**src/rtl/instr_pack.sv**
```systemverilog
// Shared definitions for the 9-bit CPU: sequencer states, error codes and
// the subroutine entry-address table used by jtsr.
package instr_pack;

    localparam int SR_ENTRIES = 16;
    localparam int SR_ADDR_W  = 10;

    typedef enum logic [1:0] {
        IDLE = 2'd0,
        RUN  = 2'd1,
        HALT = 2'd2,
        ERR  = 2'd3
    } seq_state_t;

    typedef enum logic [1:0] {
        ERR_NONE      = 2'd0,
        ERR_OVERFLOW  = 2'd1,
        ERR_UNDERFLOW = 2'd2
    } seq_err_t;

    // Entries 1..15 are placeholders until their subroutines are assigned.
    localparam logic [SR_ADDR_W-1:0] SR_TABLE [SR_ENTRIES] = '{
        10'd100, 10'd0, 10'd0, 10'd0, 10'd0, 10'd0, 10'd0, 10'd0,
        10'd0,   10'd0, 10'd0, 10'd0, 10'd0, 10'd0, 10'd0, 10'd0
    };

endpackage

```
**src/rtl/return_stack.sv**
```systemverilog
// Small LIFO holding subroutine return addresses. The pointer counts 0..DEPTH;
// dout always shows the top entry, which is only meaningful when not empty.
module return_stack #(
    parameter int DEPTH = 4,
    parameter int WIDTH = 10
) (
    input  logic             clk,
    input  logic             rst_n,
    input  logic             clear,
    input  logic             push,
    input  logic             pop,
    input  logic [WIDTH-1:0] din,
    output logic [WIDTH-1:0] dout,
    output logic             full,
    output logic             empty
);

    localparam int AW = (DEPTH > 1) ? $clog2(DEPTH) : 1;

    logic [AW:0]      ptr;
    logic [AW-1:0]    top_idx;
    logic [WIDTH-1:0] mem [DEPTH];

    assign full    = (ptr == (AW+1)'(DEPTH));
    assign empty   = (ptr == '0);
    assign top_idx = ptr[AW-1:0] - AW'(1);
    assign dout    = mem[top_idx];

    always_ff @(posedge clk or negedge rst_n) begin
        if (!rst_n) begin
            ptr <= '0;
        end else if (clear) begin
            ptr <= '0;
        end else if (push && !full) begin
            ptr <= ptr + (AW+1)'(1);
        end else if (pop && !empty) begin
            ptr <= ptr - (AW+1)'(1);
        end
    end

    // Contents need no reset: the pointer alone decides what is valid.
    always_ff @(posedge clk) begin
        if (push && !full) begin
            mem[ptr[AW-1:0]] <= din;
        end
    end

endmodule

```
**src/rtl/pc_sequencer.sv**
```systemverilog
// Program-counter sequencer: registered pc with a one-edge next-pc mux for
// branch, call, return and halt, plus a hardware return stack for nesting.
module pc_sequencer
    import instr_pack::*;
#(
    parameter int PC_W        = 10,
    parameter int STACK_DEPTH = 4
) (
    input  logic            clk,
    input  logic            rst_n,
    input  logic            start,
    input  logic            stall,
    input  logic            br_take,
    input  logic [7:0]      br_target,
    input  logic            jsr,
    input  logic [3:0]      jsr_idx,
    input  logic            rts,
    input  logic            halt_req,
    output logic [PC_W-1:0] pc,
    output logic            running,
    output logic            done,
    output logic            err,
    output logic [1:0]      err_code
);

    seq_state_t      state;
    seq_err_t        err_q;
    logic            rs_push;
    logic            rs_pop;
    logic            rs_clear;
    logic            rs_full;
    logic            rs_empty;
    logic [PC_W-1:0] rs_top;
    logic [PC_W-1:0] pc_inc;
    logic            active;

    assign pc_inc   = pc + PC_W'(1);
    assign err_code = err_q;

    // A cycle where a control-flow request can actually take effect.
    assign active   = (state == RUN) && !stall && !halt_req;
    assign rs_pop   = active && rts && !rs_empty;
    assign rs_push  = active && !rts && jsr && !rs_full;
    assign rs_clear = start && ((state == HALT) || (state == ERR));

    return_stack #(
        .DEPTH (STACK_DEPTH),
        .WIDTH (PC_W)
    ) u_return_stack (
        .clk   (clk),
        .rst_n (rst_n),
        .clear (rs_clear),
        .push  (rs_push),
        .pop   (rs_pop),
        .din   (pc_inc),
        .dout  (rs_top),
        .full  (rs_full),
        .empty (rs_empty)
    );

    always_ff @(posedge clk or negedge rst_n) begin
        if (!rst_n) begin
            state   <= IDLE;
            pc      <= '0;
            err_q   <= ERR_NONE;
            running <= 1'b0;
            done    <= 1'b0;
            err     <= 1'b0;
        end else begin
            case (state)
                IDLE, HALT, ERR: begin
                    if (start) begin
                        state   <= RUN;
                        pc      <= '0;
                        err_q   <= ERR_NONE;
                        running <= 1'b1;
                        done    <= 1'b0;
                        err     <= 1'b0;
                    end
                end
                RUN: begin
                    if (stall) begin
                        pc <= pc;
                    end else if (halt_req) begin
                        state   <= HALT;
                        running <= 1'b0;
                        done    <= 1'b1;
                    end else if (rts) begin
                        if (rs_empty) begin
                            state   <= ERR;
                            err_q   <= ERR_UNDERFLOW;
                            running <= 1'b0;
                            err     <= 1'b1;
                        end else begin
                            pc <= rs_top;
                        end
                    end else if (jsr) begin
                        // Overflow leaves pc on the faulting call.
                        if (rs_full) begin
                            state   <= ERR;
                            err_q   <= ERR_OVERFLOW;
                            running <= 1'b0;
                            err     <= 1'b1;
                        end else begin
                            pc <= PC_W'(SR_TABLE[jsr_idx]);
                        end
                    end else if (br_take) begin
                        pc <= PC_W'(br_target);
                    end else begin
                        pc <= pc_inc;
                    end
                end
                default: state <= IDLE;
            endcase
        end
    end

endmodule

```
**config.mk**
```make
export PLATFORM = sky130hd
export DESIGN_NAME = pc_sequencer
export DESIGN_NICKNAME = d
export VERILOG_FILES = /design/src/rtl/instr_pack.sv /design/src/rtl/return_stack.sv /design/src/rtl/pc_sequencer.sv
export SDC_FILE = /design/constraint.sdc
export NUM_CORES = 1
export LEC_CHECK = 0
export CORE_AREA = 2 2 89 91
export CTS_CLUSTER_DIAMETER = 200
export CTS_CLUSTER_SIZE = 16
export DETAILED_ROUTE_END_ITERATION = 10
export DIE_AREA = 0 0 91 93
export GPL_ROUTABILITY_DRIVEN = 0
export PLACE_DENSITY = 0.61
export SLEW_MARGIN = 20
export SYNTH_ARGS = -nofsm -noshare
export SYNTH_HDL_FRONTEND = slang
export SYNTH_SLANG_ARGS = --single-unit
```
**constraint.sdc**
```tcl
create_clock -name clk -period 2.7 [get_ports clk]
set_input_delay 0.27 -clock clk [delete_from_list [all_inputs] [get_ports clk]]
set_output_delay 0.27 -clock clk [all_outputs]
set_load 0.005 [all_outputs]
```
# After elaboration in Yosys (flattened, before gate mapping)
# Memory sizes are Yosys's and may differ from the RTL's.
# Index checks and enable logic that the tools add are counted.
# totals
mem_bits_ro	160
inputBits	20
out_inout_bits	15
regBits	20
wordCells	106
memories	2
ramBits	40
# classes
addsub	4
bitwise	1
n_reduce_logical	24
order_cmp	1
eq_ne	16
n_mux	51
# memory_table
name	words	word_bits	read_ports	rd_ports_with_merged_regs	wr	line	source
(no name shown)	16	10	1	0	0	pc_sequencer.sv:105	pc <= PC_W'(SR_TABLE[jsr_idx]);
u_return_stack.mem	4	10	1	0	1	return_stack.sv:22	logic [WIDTH-1:0] mem [DEPTH];
# ops
op	count
two-way mux 10 bit	10
two-way mux 2 bit	14
one-hot mux 10 bit (2 select lines)	1
two-way mux 1 bit	18
adder 10 x 1 -> 10 bit, second input constant	1
logical AND 1 bit	10
AND reduction 5 bit	2
two-way mux 3 bit	3
inequality test 2 bit, second input constant	4
inequality test 4 x 3 -> 1 bit, second input constant	2
inequality test 4 bit, second input constant	2
one-hot mux 2 bit (2 select lines)	2
inequality test 3 x 2 -> 1 bit, second input constant	2
inequality test 3 bit, second input constant	2
one-hot mux 1 bit (2 select lines)	3
AND reduction 6 bit	1
greater-or-equal comparator 5 bit, second input constant	1
zero test 1 bit	5
inverter 4 -> 5 bit	1
equality test 2 bit, second input constant	2
adder 3 x 1 -> 3 bit, second input constant	1
equality test 3 bit, second input constant	1
zero test 3 bit	1
AND reduction 3 bit	1
other kinds (7)	7

# Depth between registers and ports, before layout
# Gate-level depths: netlist of run 1.
# depth
depth_word	10
ltp_mapped	10

# By module
# From an unflattened synthesis of run 1, not the netlist that was laid out.
# hier_totals
hier_cells	222
hier_area_um2	2937.8
# modules_own_cells
module	seq_area_each_um2	cells_per_inst	area_per_inst_um2	n_inst
return_stack	1276.2	93	1793.0	1
pc_sequencer	425.4	129	1144.8	1

# Worst setup path after synthesis of run 1
# OpenSTA, ideal clock, no wires.
# synth_path
path_kind	reg2reg
start	reg u_return_stack.ptr[0]
end	reg u_return_stack.ptr[2]
path_stages_with_launch	10
required_time_ns	2.564
t_arrival_ns	2.375
synth_period_minus_slack_ns	2.511
setup_slack_ns	0.189
path_buffers	1
cell_sequence	dfrtp_1 buf_2 inv_1 ha_1 a21boi_0 and3_1 fa_1 or4_1 a21oi_1 a221oi_1
# synth_via
elab_chain_len	6
word_cells_on_any_way	14
classes_between	2 x add/sub; 1 x eq/ne; 3 x mux; 8 x reduce/logical
# synth_lines
element	line	source
start, declared	return_stack.sv:20	logic [AW:0] ptr;
start signal, assigned	return_stack.sv:35	ptr <= ptr + (AW+1)'(1);
start signal, assigned	return_stack.sv:37	ptr <= ptr - (AW+1)'(1);
branches (longest 6 deep; another with subtractor 3 x 1 -> 3 bit)	--	
# Several ways; the timed one is not identified. The select of a mux whose other input is x is not followed.
# A chain may end at the register's enable or synchronous reset.

# Worst setup path in the final report of run 1
# Same ends and word-level chain as after synthesis.

==> results of run 1 <==
==> layer usage <==
| layer | GRT usage | wire length, um |
|---|---|---|
| met1 | 0.227 | 3120 |
| met2 | 0.278 | 3180 |
| met5 | 0 | 0 |
| met3 | 0.0467 | 213 |
| met4 | 0.0720 | 114 |
==> Yosys cell counts (2+ instances only) <==
cell,count,area share
nor3b_1,5,0.013
o21ai_1,4,0.0069
a22oi_1,2,0.0051
mux2_2,4,0.015
inv_1,10,0.013
dfrtp_1,20,0.17
edfxtp_1,40,0.41
a2111o_1,2,0.0077
nand2b_1,6,0.013
clkbuf_1,9,0.012
o21ai_0,2,0.0034
xor2_1,3,0.0090
and2_1,5,0.011
a21oi_1,13,0.022
nand3_1,14,0.024
nand4_1,3,0.0064
and4_1,2,0.0060
a21boi_0,3,0.0077
xnor2_1,6,0.018
ha_1,5,0.021
nand2_1,6,0.0077
o211ai_1,4,0.010
a32oi_1,2,0.0060
and3_1,2,0.0043
buf_2,2,0.0034
nor3_1,4,0.0069
nor2_1,5,0.0064
o22ai_1,2,0.0043
a31oi_1,2,0.0043
mux4_2,10,0.077
or4_1,2,0.0051
==> state kept, by name, indices dropped and copies added, names as in the netlist <==
signal / count
running: 1
pc: 10
done: 1
u_return_stack.ptr: 3
err_code: 2
err: 1
u_return_stack.mem: 40
state: 2
==> power groups by stage <==
stage,combinational (mW),sequential [mW],clock (mW)
floorplan,0.685,1.25,0
global placement,1.06,1.28,0
detailed placement,1.07,1.28,0
CTS,1.08,1.26,0.800
global route,1.18,1.28,0.843
finish,1.07,1.26,0.780
==> stage by stage <==
stage	cell area (sq um)	total power, mW
2_1_floorplan	2920	1.93
3_3_place_gp	3440	2.34
3_5_place_dp	3440	2.35
4_1_cts	3630	3.14
5_1_grt	3630	3.31
6_report	3630	3.11
==> worst min path at each step <==
stage          endpoint  slack, ns  depth (start not counted)
2_1_floorplan      done      -0.03                          0
3_3_place_gp    running       0.49                          1
4_1_cts            done       0.27                          2
3_5_place_dp    running       0.50                          1
6_report          pc[1]       0.27                          2
5_1_grt            done       0.28                          2
==> worst register-to-register path, cell delays in order (launching register included) <==
cell and delay (ns):
dfrtp_1 0.39, inv_1 0.17, ha_1 0.20, a21boi_0 0.10, and3_1 0.25, fa_1 0.41, or4_1 0.41, a21oi_1 0.16
a221oi_1 0.09
==> cells by family after synthesis <==
| group | synth area share |
|---|---|
| buf+inv | 0.0317 |
| fa+ha+maj | 0.0283 |
| xor+xnor | 0.0270 |
| simple gates | 0.125 |
| compound gates | 0.109 |
| mux | 0.0960 |
| flops | 0.583 |
==> layout make-up <==
class	count	area [sq um]	area share
inverter	10	37.5	0.0103
multi-input combinational	137	1120	0.310
sequential	60	1700	0.469
tap	102	128	0.0352
clock buffer	9	124	0.0341
clock inverter	7	67.6	0.0186
timing repair buffer	48	445	0.123
==> cell usage in the layout, fill, tap and decap left out, types with 3 or more instances in the layout <==
| cell | Yosys | layout |
|---|---|---|
| a21oi_1 | 13 | 13 |
| nand2b_1 | 6 | 6 |
| mux4_2 | 10 | 10 |
| edfxtp_1 | 40 | 40 |
| mux2_2 | 4 | 4 |
| o211ai_1 | 4 | 4 |
| xor2_1 | 3 | 3 |
| buf_4 | 0 | 14 |
| clkbuf_8 | 0 | 9 |
| ha_1 | 5 | 5 |
| xnor2_1 | 6 | 6 |
| and2_1 | 5 | 5 |
| nor2_1 | 5 | 5 |
| nand4_1 | 3 | 3 |
| o21ai_1 | 4 | 4 |
| nand2_1 | 6 | 6 |
| clkdlybuf4s50_1 | 0 | 34 |
| nor3_1 | 4 | 4 |
| nor3b_1 | 5 | 5 |
| dfrtp_1 | 20 | 20 |
| nand3_1 | 14 | 14 |
| inv_1 | 10 | 10 |
| a21boi_0 | 3 | 3 |
==> results.md, run 1 <==
- Outcome: finished clean
- Fin Setup TNS: 0 ns
- HPWL Detailed: 4510 um
- Placed Cells incl. Taps: between 300 and 400
- Final WS setup: 0.388 ns
- CP startpoint: u_return_stack.ptr[0]
- Comb pwr share: 0.343
- Port Buffer Count: 34
- Static leakage: between 1 and 1.5 nW
- Reg-to-reg slack, setup: just under 0.4 ns
- Cts bufs inserted: 9
- Crit-path cells: inv_1, ha_1, a21boi_0, and3_1, fa_1, or4_1, a21oi_1, a221oi_1
- Data required, critical path: between 2 and 3 ns
- Syn Nets: about 250
- Mapped Avg Cell Area: around 13 sq um
- FMAX: 0.433 GHz
- Switching share of total power: 0.323
- Worst hold slack: 0.269 ns
- Peak fanout along the critical path: 5
- Row count: 32
- Largest net degree at the start of global routing: 23
- Reg power frac: 0.406
- Gr usage total: 0.174
- Slew margin rel.: 0.563
- Hold-fix buffers, CTS: 0
- Power Dens Cells: approximately 860 mW/mm^2
- Hold Crit Class: input port to asynchronous set/reset pin
- Worst R2R End: u_return_stack.ptr[2]
- Crit Path Category: flop to flop
- Reg-to-Reg Start: u_return_stack.ptr[0]
- Die height: 93 um
- Peak supply drop: 0.402 mV
- Ant. Diodes: 0
- Bufs and invs on worst path: 1
- Ys async rst share: 0.333
- Root buffer cell: clkbuf_8
- Core area: roughly 0.0075 sq mm
- CTS HTree Levels: 3
- Library cells used by synthesis: between 50 and 60
- CTS tree: built
- Wire per inst: around 18 um
- CP delay by family, top: simple AND/OR/NAND/NOR gates
- Die Area: between 0.008 and 0.009 sq mm
- Switch Pwr: ~1 mW
- Ys flop type: edfxtp_1
- Drt first pass iters: 4
- Antenna violations before repair: 0
- Post-CTS setup buffers: 0
- Critical path data arrival time: approximately 2.5 ns
- Synthesized instance count: 219
- Slowest-stage cell, CP: fa_1
- Worst Tran Pin Value: 0.654 ns
- Worst r2r path cells: 8
- Finished Layout Cells: between 300 and 400
- Share of layout cells above drive strength 1: 0.170
- Total gr overflow: 0
- Worst setup path end: u_return_stack.ptr[2]
- Total Wirelength: around 6600 um
- Clock network power share: 0.251
- DR DRC count: 0
- Synth warnings: 0
- CTS clk-pin slew, worst paths: roughly 0.07 ns
- Crit. path cell count: 8
- Drt via density: about 5.3
- Pint: 2.10 mW
- Detailed-route via count: between 1,500 and 2,000
- Vias in the first global route: 2,019
- Max-cap violations: 0
- Final worst path period need: around 2.3 ns
- Final net count: roughly 290
- Post-route antenna net violation count: 0
- Layout fillers: 709
- Tcrit/Tclk final: 0.856
- Setup crit end kind: flop
- CP Launch Type: flop
- Seq cells post-synth: 60
- First-pass GRT wire length: 11,000 um
- Deepest clock path buffer count: 2
- IO Count: 35
- Setup WS pre-CTS: 0.281 ns
- Final hold vios: 0
- Final core occ: 0.482
- Slew Limit Fails: 0
- CTS resizes: 0
- Horiz. Die Dim: about 90 um
- Initial core utilization: 0.388
- Worst path max stage delay: 0.41 ns
- EDFF count, synth: 40
- Register area share after synthesis: 0.583
- Skew final: 0.00900 ns
- # setup viols final: 0
- Detailed Route Iter0 Violations: ~110
- Clk_lat worst skew: 0.35 ns
- Area grow syn2layout: 24.3%
- Clk sinks: 60
- Mapped Area: 0.00292 sq mm
- RSZ-0062 raised after global routing: no
No activity file was read; power rests on OpenSTA's default activity.
==> inputs of run 2 (changes only) <==
--- a/config.mk
+++ b/config.mk
@@ -5,13 +5,13 @@
 export SDC_FILE = /design/constraint.sdc
 export NUM_CORES = 1
 export LEC_CHECK = 0
-export CORE_AREA = 2 2 89 91
+export CORE_AREA = 2 2 80 82
 export CTS_CLUSTER_DIAMETER = 200
 export CTS_CLUSTER_SIZE = 16
 export DETAILED_ROUTE_END_ITERATION = 10
-export DIE_AREA = 0 0 91 93
+export DIE_AREA = 0 0 82 84
 export GPL_ROUTABILITY_DRIVEN = 0
-export PLACE_DENSITY = 0.61
+export PLACE_DENSITY = 0.74
 export SLEW_MARGIN = 20
 export SYNTH_ARGS = -nofsm -noshare
 export SYNTH_HDL_FRONTEND = slang
==> results.md, run 2 (same netlist as run 1, synthesis figures left out) <==
- Outcome: finished clean
- CP startpoint: u_return_stack.ptr[1]
- Setup crit end kind: flop
- Worst path max stage delay: just over 0.4 ns
- Cts bufs inserted: 9
- Drt via density: 5.85
- Tot Pwr: 3.09 mW
- Horiz. Die Dim: between 80 and 90 um
- Switching share of total power: 0.324
- Critical path data arrival time: 2.54 ns
- CTS tree: built
- Reg-to-Reg Start: u_return_stack.ptr[1]
- Worst setup path end: u_return_stack.ptr[2]
- Total Wirelength: 6660 um
- Drt first pass iters: 4
- First-pass GRT wire length: ~11,000 um
- Total gr overflow: 0
- Comb pwr share: 0.345
- Crit Path Category: flop to flop
- Worst R2R End: u_return_stack.ptr[2]
- Area grow syn2layout: 22.3%
- Reg power frac: 0.408
- Post-route antenna net violation count: 0
- Final core occ: 0.586
- Root buffer cell: clkbuf_8
- Slowest-stage cell, CP: dfrtp_1
- Worst Tran Pin Value: ~0.7 ns
- Gr usage total: 0.212
- Final worst path period need: 2.34 ns
- IO Count: 35
- Area of the multi-input gates: 0.00112 sq mm
- Placed Cells incl. Taps: around 330
- Max reg flops: 40
- Worst hold slack: roughly 0.42 ns
- Max-cap violations: 0
- CTS resizes: 0
- Vias in the first global route: 2,010
- Share of layout cells above drive strength 1: 0.156
- Ant. Diodes: 0
- Wire per inst: 19.3 um
- Antenna violations before repair: 0
- Data required, critical path: between 2 and 3 ns
- Slew Limit Fails: 0
- CP Launch Type: flop
- Post-DP Area: 0.00338 sq mm
- Final net count: 290
- Layout fillers: 509
- FF/Latch Area: approximately 0.0017 sq mm
- Hold-fix buffers, CTS: 0
- HPWL Detailed: 4370 um
- DR DRC count: 0
- Die Area: about 0.0069 sq mm
- Skew final: 0.0101 ns
- Tcrit/Tclk final: 0.868
- Largest net degree at the start of global routing: 23
- Reg-to-reg slack, setup: ~0.36 ns
- CTS HTree Levels: 3
- Pint: 2.09 mW
- Crit-path cells: inv_1, ha_1, a21boi_0, and3_1, fa_1, or4_1, a21oi_1, a221oi_1
- Fin Setup TNS: 0 ns
- Port Buffer Count: 34
- Clk_lat worst skew: 0.34 ns
- Most common cell after layout, fill and taps aside: edfxtp_1
- Detailed Route Iter0 Violations: 135
- Static leakage: 1.32 nW
- Initial core utilization: 0.479
- Detailed-route via count: just over 2,000
- Power Dens Cells: between 800 and 900 mW/mm^2
- Post-CTS setup buffers: 0
- Deepest clock path buffer count: 2
- RSZ-0062 raised after global routing: no
- # setup viols final: 0
- Slew margin rel.: 0.540
- Setup WS pre-CTS: between 0.2 and 0.3 ns
- Peak fanout along the critical path: 5
- Core area: 0.00610 sq mm
- FMAX: 0.427 GHz
- Hold Crit Class: input port to asynchronous set/reset pin
- Peak supply drop: 0.630 mV
- Post-route cell area: 0.00357 sq mm
- Worst r2r path cells: 8
- Finished Layout Cells: ~350
- Clk sinks: 60
- Final WS setup: 0.357 ns
- Clock network power share: 0.248
- Most frequent cells in the layout: 40 x edfxtp_1, 33 x clkdlybuf4s50_1, 20 x dfrtp_1
- Row count: 29
- Final hold vios: 0
- Die height: 84 um
- Switch Pwr: 1.00 mW
- CTS clk-pin slew, worst paths: 0.07 ns
[run 2: cell types whose count changed in the layout (fill, tap and decap cells not counted), sizes merged]
cell / before / now
clkinvlp: 2 / 1
clkbuf: 9 / 10
clkdlybuf4s50: 34 / 33
buf: 14 / 12
dlygate4sd3: 0 / 1
[run 2: area by class of cell]
| cell class | count | area share |
|---|---|---|
| clock buffer | 10 | 0.0357 |
| clock inverter | 6 | 0.0154 |
| inverter | 10 | 0.0105 |
| multi-input combinational | 137 | 0.315 |
| sequential | 60 | 0.477 |
| tap | 77 | 0.0270 |
| timing repair buffer | 46 | 0.120 |
[run 2: worst min path at each step]
| stage | startpoint | endpoint | slack (ns) |
|---|---|---|---|
| 6_report | rst_n | state[0] | 0.42 |
| 5_1_grt | rst_n | state[1] | 0.46 |
| 3_3_place_gp | running | running | 0.48 |
| 3_5_place_dp | running | running | 0.49 |
| 2_1_floorplan | rst_n | done | -0.03 |
| 4_1_cts | rst_n | state[0] | 0.49 |
[run 2: worst max-delay path: cells and delay by family, from the launching register on]
family / cells / cell delay [ns]
adders and majority gates: 2 / 0.62
AOI/OAI and AO/OA: 3 / 0.37
buffers and inverters: 1 / 0.16
and+or+nand+nor: 2 / 0.65
DFF: 1 / 0.41
[run 2: power groups by stage]
stage	Clock (mW)	Sequential, mW	Combinational, mW
after global placement	0	1.27	1.04
after floorplan	0	1.25	0.685
final	0.766	1.26	1.07
after CTS	0.777	1.26	1.08
after global routing	0.814	1.28	1.17
after detailed placement	0	1.28	1.07
[run 2: layer usage]
| metal | share of wire | global-route usage | vias to the layer above |
|---|---|---|---|
| met5 | 0 | 0 | - |
| met4 | 0.018 | 0.0909 | 0 |
| met3 | 0.054 | 0.0487 | 12 |
| met2 | 0.48 | 0.322 | 66 |
| met1 | 0.44 | 0.292 | 1008 |
| li1 | - | - | 937 |
==> inputs of run 3 (changes only) <==
--- a/config.mk
+++ b/config.mk
@@ -11,8 +11,7 @@
 export DETAILED_ROUTE_END_ITERATION = 10
 export DIE_AREA = 0 0 82 84
 export GPL_ROUTABILITY_DRIVEN = 0
-export PLACE_DENSITY = 0.74
-export SLEW_MARGIN = 20
+export PLACE_DENSITY = 0.77
 export SYNTH_ARGS = -nofsm -noshare
 export SYNTH_HDL_FRONTEND = slang
 export SYNTH_SLANG_ARGS = --single-unit
==> results.md, run 3 (same netlist as run 1, synthesis figures left out) <==
- Crit Path Category: flop to flop
- Area of the multi-input gates: approximately 0.0011 sq mm
- Post-route antenna net violation count: 0
- Total gr overflow: 0
- Slew Limit Fails: 0
- Die Area: 0.00689 sq mm
- Drt first pass iters: 5
- Most frequent cells in the layout: 40 x edfxtp_1, 34 x clkdlybuf4s50_1, 20 x dfrtp_1
- Max reg flops: 40
- RSZ-0062 raised after global routing: no
- Final hold vios: 0
- Peak supply drop: about 0.50 mV
- CP startpoint: u_return_stack.ptr[1]
- FF/Latch Area: 0.00170 sq mm
- Vias in the first global route: 2,077
- CTS tree: built
- HPWL Detailed: about 4400 um
- Port Buffer Count: 34
- Detailed-route via count: about 2,000
- Deepest clock path buffer count: 2
- IO Count: 35
- Cts bufs inserted: 9
- Gr usage total: 0.204
- Tot Pwr: 3.06 mW
- Share of layout cells above drive strength 1: 0.156
- Initial core utilization: 0.479
- CTS resizes: 0
- Reg-to-Reg Start: u_return_stack.ptr[1]
- Final worst path period need: between 2 and 2.5 ns
- Area grow syn2layout: 22.6%
- Clk sinks: 60
- Data required, critical path: 2.90 ns
- Post-DP Area: 0.00340 sq mm
- Placed Cells incl. Taps: 331
- Hold Crit Class: input port to asynchronous set/reset pin
- CTS clk-pin slew, worst paths: 0.06 ns
- Worst Tran Pin Value: 0.968 ns
- Most common cell after layout, fill and taps aside: edfxtp_1
- Total Wirelength: 6440 um
- Tcrit/Tclk final: 0.849
- Power Dens Cells: 854 mW/mm^2
- Static leakage: between 1 and 1.5 nW
- Drt via density: 5.82
- Wire per inst: between 15 and 20 um
- CP Launch Type: flop
- Skew final: 0.00501 ns
- Layout fillers: 506
- Largest net degree at the start of global routing: 23
- Core area: 0.00610 sq mm
- Row count: 29
- Slew margin rel.: 0.353
- DR DRC count: 0
- Hold-fix buffers, CTS: 0
- Outcome: finished clean
- Post-CTS setup buffers: 0
- Horiz. Die Dim: 82 um
- # setup viols final: 0
- First-pass GRT wire length: ~10,000 um
- Post-route cell area: 0.00358 sq mm
- Die height: 84 um
- Fin Setup TNS: 0 ns
- Critical path data arrival time: 2.49 ns
- Ant. Diodes: 0
- Setup crit end kind: flop
- Max-cap violations: 0
- Clk_lat worst skew: 0.33 ns
- Peak fanout along the critical path: 5
- FMAX: 0.436 GHz
- Root buffer cell: clkbuf_8
- Final net count: 291
- Finished Layout Cells: about 350
- CTS HTree Levels: 3
- Detailed Route Iter0 Violations: 163
- Antenna violations before repair: 0
## run 3: stage by stage
step / hold WS [ns] / util / setup WS [ns]
3_3_place_gp: 0.489 / 0.557 / 0.327
4_1_cts: 0.483 / 0.587 / 0.416
2_1_floorplan: -0.0256 / - / 0.189
3_5_place_dp: 0.495 / 0.557 / 0.313
6_report: 0.476 / 0.587 / 0.409
5_1_grt: 0.523 / 0.587 / 0.245
## run 3: layout make-up
| type | count | share of cell area |
|---|---|---|
| clock inverter | 7 | 0.0161 |
| inverter | 10 | 0.0105 |
| multi-input combinational | 137 | 0.314 |
| sequential | 60 | 0.475 |
| timing repair buffer | 47 | 0.122 |
| clock buffer | 9 | 0.0346 |
| tap | 77 | 0.0269 |
## run 3: path summary, 6_finish.rpt
path / cells past startpoint / to / slack (ns)
hold / removal: 1 / pc[5] / 0.48
setup / recovery: 8 / u_return_stack.ptr[2] / 0.41
max in group asynchronous: 1 / pc[4] / 1.63
setup reg to reg: 8 / u_return_stack.ptr[2] / 0.41
min in group clk: 1 / err_code[0] / 0.51
hold reg to reg: 1 / err_code[0] / 0.51
## run 3: layer usage
layer | global-route usage | part of all wire
met1 | 0.273 | 0.44
met2 | 0.305 | 0.47
met3 | 0.0584 | 0.062
met4 | 0.0939 | 0.026
met5 | 0 | 0
## run 3: worst max-delay path, cell delays in order, from the launching register on
cell	delay, ns
dfrtp_1	0.40
inv_1	0.16
ha_1	0.19
a21boi_0	0.10
and3_1	0.25
fa_1	0.41
or4_1	0.41
a21oi_1	0.16
a221oi_1	0.09
## run 3: power breakdown
group	leakage, nW	internal (mW)	switching, mW	total (mW)
clock network	0.0892	0.411	0.335	0.746
logic	0.600	0.543	0.511	1.05
registers	0.633	1.13	0.128	1.26
total	1.32	2.09	0.973	3.06
